$ cat config.mk
export PLATFORM = sky130hd
export DESIGN_NAME = pipe_alu
export DESIGN_NICKNAME = d
export VERILOG_FILES = /design/src/rtl/pipe_alu.sv
export SDC_FILE = /design/constraint.sdc
export NUM_CORES = 1
export LEC_CHECK = 0
export BUFFER_PORTS_ARGS = -buffer_cell sky130_fd_sc_hd__buf_4
export CAP_MARGIN = 40
export CORE_AREA = 2 2 70 88
export CTS_CLUSTER_SIZE = 14
export DETAILED_ROUTE_END_ITERATION = 16
export DIE_AREA = 0 0 72 90
export GPL_ROUTABILITY_DRIVEN = 0
export GPL_TIMING_DRIVEN = 0
export PLACE_DENSITY = 0.61
export SLEW_MARGIN = 25
export SYNTH_ARGS = -nofsm -noshare
export SYNTH_HDL_FRONTEND = slang
export SYNTH_SLANG_ARGS = --single-unit
$ cat constraint.sdc
create_clock -name clk -period 2.7 [get_ports clk]
set_input_delay 0.27 -clock clk [delete_from_list [all_inputs] [get_ports clk]]
set_output_delay 0.27 -clock clk [all_outputs]
set_load 0.03 [all_outputs]
$ cat src/rtl/pipe_alu.sv
// Pipelined ALU: operands captured into stage 1, result/zero computed once and shifted to the output stage.
// Latency DEPTH cycles; one beat per cycle when unstalled. Optional carry/overflow outputs under PIPE_ALU_FLAGS_EN.
// Backpressure: a stalled output holds; each stage refills when empty or draining, in_ready is combinational from out_ready.
module pipe_alu #(
  parameter int WIDTH = 8,
  parameter int DEPTH = 2
) (
  input  logic             clk,
  input  logic             reset,
  input  logic             in_valid,
  output logic             in_ready,
  input  logic [2:0]       op,
  input  logic [WIDTH-1:0] a,
  input  logic [WIDTH-1:0] b,
  output logic             out_valid,
  input  logic             out_ready,
  output logic [WIDTH-1:0] result,
  output logic             zero
`ifdef PIPE_ALU_FLAGS_EN
  ,
  output logic             carry,
  output logic             overflow
`endif
);

  localparam int S = $clog2(WIDTH);

  logic [S-1:0]     sh;
  logic [WIDTH-1:0] sum;
  logic [WIDTH-1:0] dif;
  logic [WIDTH-1:0] alu;
  logic             alu_zero;

  logic [DEPTH:1]   v;
  logic [DEPTH:1]   z;
  logic [WIDTH-1:0] r [1:DEPTH];
  logic [DEPTH:1]   rdy;
  logic             acc;

`ifdef PIPE_ALU_FLAGS_EN
  logic           cy_add;
  logic           cy_sub;
  logic           c_nxt;
  logic           o_nxt;
  logic [DEPTH:1] cf;
  logic [DEPTH:1] of;
`endif

  always_comb begin
    sh = b[S-1:0];
`ifdef PIPE_ALU_FLAGS_EN
    {cy_add, sum} = {1'b0, a} + {1'b0, b};
    {cy_sub, dif} = {1'b0, a} - {1'b0, b};
`else
    sum = a + b;
    dif = a - b;
`endif
    case (op)
      3'b000:  alu = sum;
      3'b001:  alu = dif;
      3'b010:  alu = a & b;
      3'b011:  alu = a | b;
      3'b100:  alu = a ^ b;
      3'b101:  alu = a << sh;
      3'b110:  alu = a >> sh;
      default: alu = b;
    endcase
    alu_zero = (alu == '0);
  end

`ifdef PIPE_ALU_FLAGS_EN
  // Subtract carry is the borrow, i.e. a < b unsigned.
  always_comb begin
    c_nxt = 1'b0;
    o_nxt = 1'b0;
    if (op == 3'b000) begin
      c_nxt = cy_add;
      o_nxt = (a[WIDTH-1] == b[WIDTH-1]) && (sum[WIDTH-1] != a[WIDTH-1]);
    end else if (op == 3'b001) begin
      c_nxt = cy_sub;
      o_nxt = (a[WIDTH-1] != b[WIDTH-1]) && (dif[WIDTH-1] != a[WIDTH-1]);
    end
  end
`endif

  // rdy[k]: stage k may load this cycle (empty, or everything downstream can move).
  always_comb begin
    rdy = '0;
    acc = out_ready;
    for (int k = DEPTH; k >= 1; k--) begin
      acc    = acc || !v[k];
      rdy[k] = acc;
    end
  end

  always_ff @(posedge clk) begin
    if (!reset) begin
      v <= '0;
      z <= '0;
      for (int k = 1; k <= DEPTH; k++) r[k] <= '0;
`ifdef PIPE_ALU_FLAGS_EN
      cf <= '0;
      of <= '0;
`endif
    end else begin
      if (rdy[1]) begin
        v[1] <= in_valid;
        if (in_valid) begin
          r[1] <= alu;
          z[1] <= alu_zero;
`ifdef PIPE_ALU_FLAGS_EN
          cf[1] <= c_nxt;
          of[1] <= o_nxt;
`endif
        end
      end
      for (int k = 2; k <= DEPTH; k++) begin
        if (rdy[k]) begin
          v[k] <= v[k-1];
          if (v[k-1]) begin
            r[k] <= r[k-1];
            z[k] <= z[k-1];
`ifdef PIPE_ALU_FLAGS_EN
            cf[k] <= cf[k-1];
            of[k] <= of[k-1];
`endif
          end
        end
      end
    end
  end

  assign in_ready  = rdy[1];
  assign out_valid = v[DEPTH];
  assign result    = r[DEPTH];
  assign zero      = z[DEPTH];
`ifdef PIPE_ALU_FLAGS_EN
  assign carry     = cf[DEPTH];
  assign overflow  = of[DEPTH];
`endif

endmodule

==> impl_metrics.csv <==
group,metric,value,unit
run_status,status,"finished clean",
power_and_ir_drop,p_leak,0.001267,uW
die,start_util,41.45,%
timing,period_share,95.81,%
power_and_ir_drop,clockPowerShare,18.3,%
detailed_routing,vias,2189,
logic_synthesis,synthArstFlopShare,0,%
die,core,5702,um^2
timing,finClkSkew,0.002948,ns
timing,slew_headroom,53.66,%
power_and_ir_drop,p_int,673.6,uW
die,die-area,6480,um^2
clock_network,cts_buffers,3,
grt,grt_overflow_total,0,
final_layout,antenna_cells,0,
timing,layout_min_cycle_time,2.587,ns
timing,tightestPinTransition,0.6936,ns
logic_synthesis,synth_edf_count,16,
power_and_ir_drop,power,1014,uW
final_layout,finalNetCount,365,
power_and_ir_drop,switchingPower,340.4,uW
die,die_width,72,um
final_layout,areaGrowthSynthToFinish,24.46,%
detailed_routing,drt_iter0_drc,68,
final_layout,fillCellCount,552,
logic_synthesis,ys_seq_area_share,23.72,%
timing,drv_slew,0,
place,pre_cts_slack,-0.5164,ns
grt,grt_max_degree,20,
power_and_ir_drop,netSwitchingFraction,33.57,%
detailed_routing,dr.pass1.iters,4,
die,rows,31,
timing,finalHoldViolations,0,
flow_run,cap_violations,0,
power_and_ir_drop,vdd_drop_max,144.4,uV
setup_path,cp-start-kind,"input port",
clock_network,cts_buffer_depth,2,
place,post-dp-hpwl,4.865,mm
detailed_routing,drt-total-wl,6.308,mm
timing,fin_ws,0.1132,ns
final_layout,final_area,2942,um^2
clock_network,cts_root_buf,"clkbuf_8",
clock_network,hold_buffers,0,
grt,antenna_found_initial,0,
logic_synthesis,synthFlopType,"edfxtp_1",
logic_synthesis,synthDistinctLibCells,59,
logic_synthesis,synth-seq-cells,20,
clock_network,cts-htree-levels,1,
detailed_routing,remaining_drc_errors,0,
setup_path,cp_max_fo,8,
power_and_ir_drop,combPwrFrac,46.2,%
logic_synthesis,ys_warn_count,0,
grt,grt_pass1_wl,10.06,mm
setup_path,path_class,"input port to flop",
place,placed_cell_area,2684,um^2
timing,hold_ws,0.2777,ns
clock_network,clkSinkCount,20,
grt,grt_pass1_vias,2019,
final_layout,drive_above_1_share,29.52,%
logic_synthesis,syn_area_per_cell,8.885,um^2
clock_network,insertion_delay,0.25,ns
die,io_pins,34,
logic_synthesis,syn_nets,315,
place,portBuffers,31,
detailed_routing,viasPerCell,5.745,
final_layout,fin_util,51.59,%
die,dieHeight,90,um
logic_synthesis,syn_inst,266,
detailed_routing,antenna_left,0,
detailed_routing,wire_per_inst,16.56,um
power_and_ir_drop,power_frac_seq,35.5,%
timing,setup_viol,0,
hold_path,min_path_type,"input port to flop",
grt,grt.total_usage,19.45,%
logic_synthesis,syn_area,2364,um^2
setup_path,cp-end-kind,"flop",
setup_path,cp.required,2.69,ns
timing,fmaxAchievable,0.3866,GHz
clock_network,clk_pin_slew_worst_paths,0.07,ns
power_and_ir_drop,powerDensity,344.7,nW/um^2
clock_network,tritoncts,"yes",
setup_path,cp.arrival,2.58,ns
## cells in the mapped netlist, types with 2 or more instances
cell      instances  area, um^2
a31oi_1           6       37.54
o32ai_1           2       17.52
ha_1             25       312.8
a21oi_1          19       95.09
buf_2             7       35.03
nand3b_1          4       30.03
edfxtp_1         16       480.5
nor2_1           28       105.1
a211oi_1          6       45.04
nor3_1            9       45.04
and2_1            8       50.05
mux2_2            2       22.52
buf_6             3       33.78
o21ai_0           6       30.03
a221o_1           2       20.02
dfxtp_1           4       80.08
o21a_1            2       15.01
a221oi_1          2       17.52
mux4_2            7       157.7
inv_1            19       71.32
mux4_1            2       52.55
xor2_1            2       17.52
xnor2_1           9       78.83
mux2i_1           6       60.06
nand2b_1          5       31.28
nor2b_1           6       37.54
and3_1            3       18.77
nand2_1          18       67.56
and3b_1           2       17.52
nand3_1           6       30.03
clkbuf_1          2       7.510
## layout make-up
type	instances	area, um^2	share of cell area [%]
Sequential cell	20	560.5	19.06
Inverter	20	77.57	2.637
Multi-Input combinational cell	212	1725	58.66
Buffer	12	90.09	3.063
Tap cell	66	82.58	2.807
Clock inverter	1	3.754	0.1276
Clock buffer	3	41.29	1.404
Timing Repair Buffer	47	360.3	12.25
## cell families after synthesis
group | count (synthesis) | synth area share (%)
AND/OR/NAND/NOR | 97 | 21.07
AO/OA/AOI/OAI | 61 | 17.79
buffers and inverters | 34 | 6.882
adder cells (fa/ha/maj) | 26 | 14.08
flip-flops | 20 | 23.72
multiplexers | 17 | 12.39
XOR/XNOR | 11 | 4.077
## layer usage
metal  up-vias  global-route usage [%]  wire [um]  share of wire (%)
li1       1082                       -          -                  -
met1      1021                   24.02       2525                 40
met2        71                   34.18       3234                 51
met3        15                   1.345        274                4.3
met5         -                       0          0                  0
met4         0                   8.176        274                4.3
## flip-flops by register name, indices dropped and copies added (netlist names)
register	flops
z	2
r	16
v	2
## critical path, cell delays in order
cell and delay [ns]:
buf_4 0.14, buf_12 0.13, inv_2 0.10, ha_4 0.14, and3_4 0.18, nor2_1 0.05
xnor2_1 0.12, ha_1 0.36, buf_4 0.14, o2111ai_2 0.13, a31oi_1 0.22, xnor2_1 0.15
nor3_1 0.07, o22a_1 0.20, nor2b_1 0.14
## final timing paths
| path | start | to | slack [ns] | cells after the start |
|---|---|---|---|---|
| min reg2reg | z[1]$_SDFFE_PN0P_ | z[2]$_SDFFE_PN0P_ | 0.44 | 2 |
| max reg2reg | v[2]$_SDFFE_PN0P_ | z[1]$_SDFFE_PN0P_ | 1.12 | 6 |
| min | in_valid | v[1]$_SDFFE_PN0N_ | 0.28 | 3 |
| max | b[1] | r[1][7]$_SDFFCE_PN0P_ | 0.11 | 15 |
## power groups by stage
stage                     clock network [uW]  logic, uW  registers, uW
after floorplan                            0        262            384
after global placement                     0        400            366
after detailed placement                   0        404            367
after CTS                                192        420            360
after global routing                     202        510            362
final                                    185        468            360
## through the flow
stage | instances | TNS (ns)
after global routing | 381 | -0.04556
after CTS | 366 | 0
after global placement | 363 | -1.982
after floorplan | 266 | 0
final | 381 | 0
after detailed placement | 363 | -2.035
## cell usage in the layout (no fill, tap or decap), drive strengths merged, types with 5 or more instances in the layout
master and n:
a211oi 7, a21oi 20, a31oi 6, and2 8, buf 57, clkbuf 5, edfxtp 16, ha 25
inv 19, mux2i 6, mux4 9, nand2 18, nand2b 5, nand3 6, nor2 28, nor2b 6
nor3 9, o21ai 6, xnor2 9
## repair_timing
item,4_1_cts,5_1_grt
hold endpoints to repair,0,0
buffers inserted,1,15
setup endpoints to repair,4,4
pin swaps,9,13
gates resized for setup,14,15
No activity file was read; power rests on OpenSTA's default activity.
